**config.mk**
```make
export PLATFORM = sky130hd
export DESIGN_NAME = ps2_keycode_source
export DESIGN_NICKNAME = d
export VERILOG_FILES = /design/src/rtl/ps2_pkg.sv /design/src/rtl/ps2_frame_rx.sv /design/src/rtl/ps2_keycode_source.sv
export SDC_FILE = /design/constraint.sdc
export NUM_CORES = 1
export LEC_CHECK = 0
export BUFFER_PORTS_ARGS = -buffer_cell sky130_fd_sc_hd__buf_4
export CAP_MARGIN = 5
export CORE_AREA = 2 2 79 66
export CTS_CLUSTER_SIZE = 30
export DETAILED_ROUTE_END_ITERATION = 10
export DIE_AREA = 0 0 81 68
export PLACE_DENSITY = 0.83
export SETUP_SLACK_MARGIN = 0.4
export SYNTH_ARGS = -nofsm -noshare
export SYNTH_HDL_FRONTEND = slang
export SYNTH_SLANG_ARGS = --single-unit
export TNS_END_PERCENT = 30
```
**constraint.sdc**
```tcl
create_clock -name Clk -period 3.8 [get_ports Clk]
set_clock_uncertainty 0.05 [all_clocks]
set_input_delay 0.38 -clock Clk [delete_from_list [all_inputs] [get_ports Clk]]
set_output_delay 0.38 -clock Clk [all_outputs]
set_load 0.01 [all_outputs]
```
**src/rtl/ps2_pkg.sv**
```systemverilog
// rtl/ps2_pkg.sv - PS/2 Set-2 prefixes, HID key constants, decoder states and translation
package ps2_pkg;

    localparam logic [7:0] KEY_W     = 8'h1A;
    localparam logic [7:0] KEY_A     = 8'h04;
    localparam logic [7:0] KEY_S     = 8'h16;
    localparam logic [7:0] KEY_D     = 8'h07;
    localparam logic [7:0] KEY_ENTER = 8'h28;
    localparam logic [7:0] KEY_ESC   = 8'h29;
    localparam logic [7:0] KEY_SPACE = 8'h2C;
    localparam logic [7:0] KEY_UP    = 8'h52;
    localparam logic [7:0] KEY_LEFT  = 8'h50;
    localparam logic [7:0] KEY_DOWN  = 8'h51;
    localparam logic [7:0] KEY_RIGHT = 8'h4F;

    localparam logic [7:0] PS2_EXT  = 8'hE0;
    localparam logic [7:0] PS2_BRK  = 8'hF0;
    localparam logic [7:0] PS2_BAT  = 8'hAA;
    localparam logic [7:0] PS2_ACK  = 8'hFA;
    localparam logic [7:0] PS2_ECHO = 8'hEE;

    typedef enum logic [1:0] {DEC_MAKE, DEC_EXT, DEC_BRK, DEC_EXT_BRK} dec_state_e;
    typedef enum logic [1:0] {RX_IDLE, RX_DATA, RX_PARITY, RX_STOP} rx_state_e;

    // Returns 0x00 for any scancode the game does not use.
    function automatic logic [7:0] ps2_to_hid(input logic ext, input logic [7:0] code);
        logic [7:0] hid;
        hid = 8'h00;
        if (ext) begin
            case (code)
                8'h75:   hid = KEY_UP;
                8'h6B:   hid = KEY_LEFT;
                8'h72:   hid = KEY_DOWN;
                8'h74:   hid = KEY_RIGHT;
                8'h5A:   hid = KEY_ENTER;
                default: hid = 8'h00;
            endcase
        end else begin
            case (code)
                8'h1D:   hid = KEY_W;
                8'h1C:   hid = KEY_A;
                8'h1B:   hid = KEY_S;
                8'h23:   hid = KEY_D;
                8'h5A:   hid = KEY_ENTER;
                8'h76:   hid = KEY_ESC;
                8'h29:   hid = KEY_SPACE;
                default: hid = 8'h00;
            endcase
        end
        return hid;
    endfunction

endpackage

```
**src/rtl/ps2_frame_rx.sv**
```systemverilog
// rtl/ps2_frame_rx.sv - PS/2 line synchroniser, 11-bit frame receiver and inter-bit timeout
module ps2_frame_rx
    import ps2_pkg::*;
#(
    parameter int TIMEOUT_CYCLES = 50000
) (
    input  logic       clk_i,
    input  logic       rst_i,
    input  logic       ps2_clk_i,
    input  logic       ps2_data_i,
    output logic       byte_valid,
    output logic [7:0] byte_data,
    output logic       frame_error,
    output logic       timeout_o
);

    localparam int CNT_W = $clog2(TIMEOUT_CYCLES + 1);
    localparam logic [CNT_W-1:0] CNT_LAST = CNT_W'(TIMEOUT_CYCLES - 1);

    rx_state_e        state_q;
    logic             clk_s1_q, clk_s2_q, clk_prev_q;
    logic             dat_s1_q, dat_s2_q;
    logic [2:0]       bit_cnt_q;
    logic [7:0]       shift_q;
    logic             par_q;
    logic [CNT_W-1:0] idle_cnt_q;
    logic             valid_q, err_q, to_q;
    logic             fall;

    assign fall        = clk_prev_q & ~clk_s2_q;
    assign byte_valid  = valid_q;
    assign byte_data   = shift_q;
    assign frame_error = err_q;
    assign timeout_o   = to_q;

    // Synchronisers reset low so a line held low through reset cannot fake a falling edge.
    always_ff @(posedge clk_i or posedge rst_i) begin
        if (rst_i) begin
            state_q    <= RX_IDLE;
            clk_s1_q   <= 1'b0;
            clk_s2_q   <= 1'b0;
            clk_prev_q <= 1'b0;
            dat_s1_q   <= 1'b0;
            dat_s2_q   <= 1'b0;
            bit_cnt_q  <= 3'd0;
            shift_q    <= 8'h00;
            par_q      <= 1'b0;
            idle_cnt_q <= '0;
            valid_q    <= 1'b0;
            err_q      <= 1'b0;
            to_q       <= 1'b0;
        end else begin
            clk_s1_q   <= ps2_clk_i;
            clk_s2_q   <= clk_s1_q;
            clk_prev_q <= clk_s2_q;
            dat_s1_q   <= ps2_data_i;
            dat_s2_q   <= dat_s1_q;
            valid_q    <= 1'b0;
            err_q      <= 1'b0;
            to_q       <= 1'b0;
            if (fall) begin
                idle_cnt_q <= '0;
                case (state_q)
                    RX_IDLE: begin
                        if (!dat_s2_q) begin
                            state_q   <= RX_DATA;
                            bit_cnt_q <= 3'd0;
                        end
                    end
                    RX_DATA: begin
                        shift_q   <= {dat_s2_q, shift_q[7:1]};
                        bit_cnt_q <= bit_cnt_q + 3'd1;
                        if (bit_cnt_q == 3'd7) state_q <= RX_PARITY;
                    end
                    RX_PARITY: begin
                        par_q   <= dat_s2_q;
                        state_q <= RX_STOP;
                    end
                    default: begin
                        if (dat_s2_q && (^{shift_q, par_q})) valid_q <= 1'b1;
                        else                                err_q   <= 1'b1;
                        state_q <= RX_IDLE;
                    end
                endcase
            end else if (state_q != RX_IDLE) begin
                if (idle_cnt_q == CNT_LAST) begin
                    err_q      <= 1'b1;
                    to_q       <= 1'b1;
                    idle_cnt_q <= '0;
                    state_q    <= RX_IDLE;
                end else begin
                    idle_cnt_q <= idle_cnt_q + CNT_W'(1);
                end
            end
        end
    end

endmodule

```
**src/rtl/ps2_keycode_source.sv**
```systemverilog
// rtl/ps2_keycode_source.sv - PS/2 prefix decoder and held-key HID keycode register
module ps2_keycode_source
    import ps2_pkg::*;
#(
    parameter int TIMEOUT_CYCLES = 50000
) (
    input  logic       Clk,
    input  logic       Reset,
    input  logic       ps2_clk,
    input  logic       ps2_data,
    output logic [7:0] keycode,
    output logic       key_press,
    output logic       frame_error
);

    logic       byte_valid;
    logic [7:0] byte_data;
    logic       rx_timeout;
    dec_state_e dec_q;
    logic [7:0] keycode_q;
    logic       key_press_q;
    logic [7:0] hid;
    logic       is_prefix, is_ignored, make_evt, brk_evt;

    ps2_frame_rx #(.TIMEOUT_CYCLES(TIMEOUT_CYCLES)) u_rx (
        .clk_i       (Clk),
        .rst_i       (Reset),
        .ps2_clk_i   (ps2_clk),
        .ps2_data_i  (ps2_data),
        .byte_valid  (byte_valid),
        .byte_data   (byte_data),
        .frame_error (frame_error),
        .timeout_o   (rx_timeout)
    );

    always_comb begin
        hid        = ps2_to_hid(dec_q == DEC_EXT || dec_q == DEC_EXT_BRK, byte_data);
        is_prefix  = (byte_data == PS2_EXT) || (byte_data == PS2_BRK);
        is_ignored = (byte_data == PS2_BAT) || (byte_data == PS2_ACK) || (byte_data == PS2_ECHO);
        make_evt   = byte_valid && ((dec_q == DEC_MAKE && !is_prefix && !is_ignored) ||
                                    (dec_q == DEC_EXT && byte_data != PS2_BRK));
        brk_evt    = byte_valid && (dec_q == DEC_BRK || dec_q == DEC_EXT_BRK);
    end

    assign keycode   = keycode_q;
    assign key_press = key_press_q;

    // Releasing a key other than the current one leaves keycode alone.
    always_ff @(posedge Clk or posedge Reset) begin
        if (Reset) begin
            dec_q       <= DEC_MAKE;
            keycode_q   <= 8'h00;
            key_press_q <= 1'b0;
        end else begin
            key_press_q <= 1'b0;
            if (rx_timeout) begin
                dec_q <= DEC_MAKE;
            end else if (byte_valid) begin
                case (dec_q)
                    DEC_MAKE: begin
                        if (byte_data == PS2_EXT)      dec_q <= DEC_EXT;
                        else if (byte_data == PS2_BRK) dec_q <= DEC_BRK;
                    end
                    DEC_EXT:  dec_q <= (byte_data == PS2_BRK) ? DEC_EXT_BRK : DEC_MAKE;
                    default:  dec_q <= DEC_MAKE;
                endcase
            end
            if (make_evt && hid != 8'h00 && hid != keycode_q) begin
                keycode_q   <= hid;
                key_press_q <= 1'b1;
            end else if (brk_evt && hid != 8'h00 && hid == keycode_q) begin
                keycode_q <= 8'h00;
            end
        end
    end

endmodule

```
==> results.yml, run 1 <==
floorplanning:
  coreArea_um2: 4780
  ios: 14
  dieHeight_um: 68
  die_w_um: 81
  dieArea_um2: 5510
  initial_core_util: 0.636
  rows: 23
pwr:
  p_sw_mw: 0.452
  pwr_density_cell_nw_per_um2: 417
  power.leakage_nw: 1.44
  pwr-share-clk: 0.266
  sw_frac_of_total: 0.334
  irDropWorstVdd_mv: 0.356
  p_int_mw: 0.901
  p_seq_frac: 0.484
  p_comb_frac: 0.250
timing:
  fmax_mhz: 345
  relSlewSlack: 0.352
  tightestPinTransition_ns: 0.971
  whs_ns: 0.139
  finalCriticalPeriod_ns: 2.90
  grt_setup_unrepaired: "false"
  hold_viol: 0
  period_share: 0.762
  finalSetupViolCount: 0
  slew_violations: 0
  tns_ns: 0
detailed_routing:
  detail_route.wl_per_cell_um: 15.1
  final_antenna_net_count: 0
  wl_um: 6040
  drt-vias-per-instance: 6.18
  drt_first_pass_iters: 4
  first_iter_violations: 195
  vias: 2465
  route.detailed.drc: 0
clock_tree:
  hold_buffers: 0
  cts_tree: "yes"
  clk_pin_slew_ns: 0.09
  h-tree-depth: 2
  cts_made_buffers: 5
  clk_latency_ns: 0.29
  cts_setup_buffers: 0
  cts_root_buf: "clkbuf_8"
  cts-resized-gates: 0
  cts_buffer_depth: 2
  cts_num_sinks: 48
finish:
  nets: 347
  n_antenna_cell: 0
  drive_gt1_frac: 0.116
  final_cells: 399
  syn_to_final_growth_pct: 6.63
  fillCellCount: 409
grt:
  grt_usage: 0.235
  grt-ovfl-total: 0
  grt_pass1_wl_um: 10100
  grt_antenna_before_repair: 0
  grt_max_degree: 49
  grt_pass1_vias: 2127
worst_hold_path:
  hold_path_class: "input port to flip-flop"
  hold_path_startpoint: "ps2_clk"
synthesis:
  yosys.area.top_type: "dfrtp_1"
  synth.net_count: 345
  synth_top_area_frac: 0.395
  synth-main-ff-cell: "dfrtp_1"
  synth_area_leaders: "dfrtp_1 40%, nand2_1 4.2%, o21ai_0 3.5%"
  synth-edff-count: 0
  syn_avg_cell_area_um2: 9.10
  ys_seq_area_frac: 0.395
  synth_area_um2: 3040
  synth_compound_area_frac: 0.163
  synth.yosys.warnings: 0
  synth_fa_ha_area_frac: 0.0288
  synthXorXnorAreaFrac: 0.0634
  synth_top_family_by_area: "simple AND/OR/NAND/NOR gates"
  synth_seq_cells: 48
  synth.distinct_cells: 65
  yosys.area_share.simple: 0.280
  synthMuxAreaShare: 0.0255
  synthArstFlopShare: 1.00
  synthCells: 334
critical_path:
  cp.arrival_ns: 3.03
  critPathKind: "flip-flop to flip-flop"
  end_kind: "flip-flop"
  startpoint_type: "flip-flop"
  critPathRequiredTime_ns: 3.93
  crit_fanout: 18
  crit_start: "u_rx.byte_data[0]$_DFFE_PP0P_"
  timing.rr.start: "u_rx.byte_data[0]$_DFFE_PP0P_"
placed_design:
  dp_hpwl_um: 4220
  placedCellCount: 391
  io_buffer_count: 12
  gp_congestion: 0.936
status:
  status: "finished, final reports clean"
flow_run:
  maxCapViolCount: 0
-- per-layer routing --
| layer | wire length, um | up-vias | GRT usage |
|---|---|---|---|
| met2 | 2740 | 54 | 0.333 |
| met1 | 2970 | 1201 | 0.360 |
| met5 | 0 | - | 0 |
| met3 | 290 | 4 | 0.0449 |
| met4 | 36 | 0 | 0.0720 |
| li1 | - | 1206 | - |
-- metrics by stage --
stage               total power [mW]  setup WS (ns)  utilization  cell area, um2
finish                          1.35          0.903        0.678            3240
global route                    1.44          0.737        0.678            3240
CTS                             1.36          0.908        0.678            3240
detailed placement             0.999          0.931        0.656            3130
global placement               0.990          0.985        0.656            3130
floorplan                      0.937           1.22            -            3040
-- final timing paths --
path                                                  end  slack, ns  depth (start not counted)
max                                keycode[2]$_DFFE_PP0P_       0.90                          8
min                               u_rx.clk_s1_q$_DFF_PP0_       0.14                          1
max reg2reg                        keycode[2]$_DFFE_PP0P_       0.90                          8
min reg2reg                       u_rx.clk_s2_q$_DFF_PP0_       0.31                          0
max in group asynchronous   u_rx.byte_data[6]$_DFFE_PP0P_       2.84                          2
min in group asynchronous  u_rx.idle_cnt_q[7]$_DFFE_PP0N_       0.26                          2
-- layout make-up --
cell class / count / area (um2) / area share
timing repair buffer: 13 / 97.6 / 0.0301
clock inverter: 2 / 35.0 / 0.0108
sequential: 48 / 1200 / 0.371
tap: 62 / 77.6 / 0.0239
clock buffer: 6 / 72.6 / 0.0224
multi-input combinational: 255 / 1710 / 0.527
inverter: 13 / 48.8 / 0.0151
-- cell usage in the layout (no fill, tap or decap), types with 2 or more instances in the layout --
master	count
nand2b_1	8
nand3b_1	5
dfrtp_1	48
a22oi_1	2
ha_1	7
nand4b_1	2
nor3b_1	5
or4_1	3
clkbuf_8	5
a211oi_1	3
and3_1	7
o21ai_0	21
a21oi_1	17
xor2_1	10
o22ai_1	2
a32o_1	2
buf_4	13
a22o_1	5
nor2_1	26
nand2_1	34
and4bb_2	2
nor4bb_1	2
inv_1	11
and4_1	3
and4b_1	2
xnor2_1	12
nor4b_1	3
nand4bb_1	2
nor4_1	4
or3_1	2
nor2b_1	8
mux2_2	6
and4bb_1	2
o21ai_1	3
nand3_1	10
nor3_1	4
nand4_1	6
-- kinds of logic (layout without fill, tap and decap cells) --
group           count (synthesis)  in the layout
compound gates                 72             72
xor+xnor                       22             22
fa+ha+maj                       7              7
buf+inv                        31             34
flops                          48             48
mux                             7              7
other cells                     1              1
simple gates                  146            146
-- power by group through the flow --
stage,logic [mW],clock network (mW),registers [mW]
3_3_place_gp,0.330,0,0.659
2_1_floorplan,0.331,0,0.605
6_report,0.338,0.359,0.655
5_1_grt,0.387,0.389,0.668
4_1_cts,0.340,0.368,0.654
3_5_place_dp,0.336,0,0.664
-- flip-flops by register name (all words and copies together) (netlist names), 2 cells and up --
| register | count |
|---|---|
| keycode | 7 |
| u_rx.idle_cnt_q | 16 |
| u_rx.bit_cnt_q | 3 |
| dec_q | 2 |
| u_rx.state_q | 2 |
| u_rx.byte_data | 8 |
-- synth_stat cells (4+ instances only) --
library cell / instances
nor2_1: 26
nand3b_1: 5
nand2b_1: 8
dfrtp_1: 48
nand4_1: 6
mux2_2: 6
nand3_1: 10
xor2_1: 10
nor2b_1: 8
clkbuf_1: 11
and3_1: 7
o21ai_0: 21
nor3b_1: 5
a21oi_1: 17
nor4_1: 4
inv_1: 12
xnor2_1: 12
a22o_1: 5
nor3_1: 4
nand2_1: 34
ha_1: 7
-- critical path, stage by stage (launching register included) --
cell and delay [ns]:
dfrtp_1 0.65, or4b_4 0.55, or4_4 0.44, o21ai_1 0.15
o22ai_1 0.12, a211oi_4 0.21, nand2_2 0.10, o211a_4 0.29
a22o_1 0.24
Power figures use the tool's default switching activity.
==> run 2: changes to the inputs <==
--- a/config.mk
+++ b/config.mk
@@ -7,11 +7,11 @@
 export LEC_CHECK = 0
 export BUFFER_PORTS_ARGS = -buffer_cell sky130_fd_sc_hd__buf_4
 export CAP_MARGIN = 5
-export CORE_AREA = 2 2 79 66
+export CORE_AREA = 2 2 82 68
 export CTS_CLUSTER_SIZE = 30
 export DETAILED_ROUTE_END_ITERATION = 10
-export DIE_AREA = 0 0 81 68
-export PLACE_DENSITY = 0.83
+export DIE_AREA = 0 0 84 70
+export PLACE_DENSITY = 0.78
 export SETUP_SLACK_MARGIN = 0.4
 export SYNTH_ARGS = -nofsm -noshare
 export SYNTH_HDL_FRONTEND = slang
==> constraint.sdc (replaced) <==
create_clock -name Clk -period 2.7 [get_ports Clk]
set_clock_uncertainty 0.05 [all_clocks]
set_input_delay 0.27 -clock Clk [delete_from_list [all_inputs] [get_ports Clk]]
set_output_delay 0.27 -clock Clk [all_outputs]
set_load 0.01 [all_outputs]
==> results.yml, run 2 (synthesis gave the netlist of run 1 again) <==
status:
  status: "finished, final reports clean"
pwr:
  pwr_density_cell_nw_per_um2: 560
  power.leakage_nw: 1.50
  irDropWorstVdd_mv: 0.531
  total_power_mw: 1.90
detailed_routing:
  final_antenna_net_count: 0
  detail_route.wl_per_cell_um: 15.6
  wl_um: 6470
  route.detailed.drc: 0
  drt-vias-per-instance: 6.19
  drt_first_pass_iters: 4
  vias: 2569
  first_iter_violations: 212
finish:
  nets: 360
  n_antenna_cell: 0
  largest_register_ff_count: 16
  regArea_um2: 1200
  drive_gt1_frac: 0.177
  layout_commonest_cell: "dfrtp_1"
  multi_input_area_um2: 1780
  syn_to_final_growth_pct: 11.9
  fillCellCount: 425
  top_register: "u_rx.idle_cnt_q"
  layout_common_cells: "48 x dfrtp_1, 34 x nand2_1, 26 x buf_4, 24 x nor2_1, 21 x o21ai_0"
timing:
  hold_viol: 0
  grt_setup_unrepaired: "true"
  finalCriticalPeriod_ns: 2.64
  fmax_mhz: 379
  finalSetupViolCount: 0
  tightestPinTransition_ns: 0.981
  slew_violations: 0
  period_share: 0.978
  tns_ns: 0
  relSlewSlack: 0.345
grt:
  grt_pass1_wl_um: 11000
  grt_antenna_before_repair: 0
  grt_pass1_vias: 2354
  grt-ovfl-total: 0
  grt_usage: 0.226
  grt_max_degree: 49
floorplanning:
  rows: 24
  initial_core_util: 0.585
  dieArea_um2: 5880
  die_w_um: 84
  dieHeight_um: 70
  coreArea_um2: 5190
  ios: 14
clock_tree:
  h-tree-depth: 2
  hold_buffers: 0
  clk_pin_slew_ns: 0.09
  cts_root_buf: "clkbuf_8"
  clk_latency_ns: 0.29
  cts_buffer_depth: 2
  cts_num_sinks: 48
  cts_made_buffers: 5
  cts_tree: "yes"
placed_design:
  io_buffer_count: 12
  gp_congestion: 0.882
  dp_hpwl_um: 4550
critical_path:
  critPathRequiredTime_ns: 2.84
  critPathKind: "flip-flop to flip-flop"
  cp.arrival_ns: 2.78
  crit_fanout: 7
  startpoint_type: "flip-flop"
  end_kind: "flip-flop"
flow_run:
  maxCapViolCount: 0
worst_hold_path:
  hold_path_class: "input port to flip-flop"
[run 2: final cells by class]
type                    count  share of cell area
well taps                  65              0.0239
clock buffers               7              0.0254
multi-input cells         255               0.523
clock inverters             1             0.00221
flip-flops and latches     48               0.353
repair buffers             26              0.0574
inverters                  13              0.0144
[run 2: what timing repair did]
item	CTS	global route
setup endpoints to repair	8	8
gates resized for setup	1	10
setup buffers	2	0
pin swaps	1	2
[run 2: through the flow]
stage / utilization / setup slack [ns] / cells / hold slack, ns / area [um2]
final: 0.654 / 0.0606 / 415 / 0.0346 / 3400
after global routing: 0.654 / -0.00962 / 415 / 0.0203 / 3400
after CTS: 0.644 / 0.0914 / 415 / 0.0300 / 3340
after detailed placement: 0.622 / 0.0475 / 405 / 0.286 / 3230
after global placement: 0.622 / 0.0829 / 405 / 0.282 / 3230
after floorplan: - / 0.130 / 334 / 0.251 / 3050
[run 2: final timing paths]
check	startpoint	end	slack, ns	cells after the start
worst min register to register	u_rx.clk_s1_q$_DFF_PP0_	u_rx.clk_s2_q$_DFF_PP0_	0.30	0
worst min-delay path	ps2_data	u_rx.dat_s1_q$_DFF_PP0_	0.03	1
max in group asynchronous	Reset	u_rx.state_q[0]$_DFFE_PP0P_	1.82	2
min in group asynchronous	Reset	keycode[3]$_DFFE_PP0P_	0.15	2
worst max register to register	u_rx.byte_data[7]$_DFFE_PP0P_	keycode[6]$_DFFE_PP0P_	0.06	8
worst max-delay path	u_rx.byte_data[7]$_DFFE_PP0P_	keycode[6]$_DFFE_PP0P_	0.06	8
[run 2: power by group]
part / total (mW) / switching (mW) / internal (mW) / leakage [nW]
Combinational: 0.600 / 0.360 / 0.241 / 0.806
Sequential: 0.862 / 0.0723 / 0.789 / 0.653
Clock: 0.441 / 0.232 / 0.208 / 0.0445
[run 2: critical path: stages, from the launching register on]
cell and delay (ns):
dfrtp_1 0.39, or4b_4 0.59, or4_4 0.46, o21ai_2 0.14, o22ai_2 0.10, a211oi_4 0.20
nand2_2 0.08, o211a_4 0.27, a32o_1 0.24
[run 2: routing by layer]
layer | vias to the layer above | share of wire | global-route usage
met5 | - | 0 | 0
met2 | 56 | 0.46 | 0.352
li1 | 1236 | - | -
met4 | 0 | 0.0056 | 0.0412
met1 | 1273 | 0.50 | 0.336
met3 | 4 | 0.039 | 0.0378
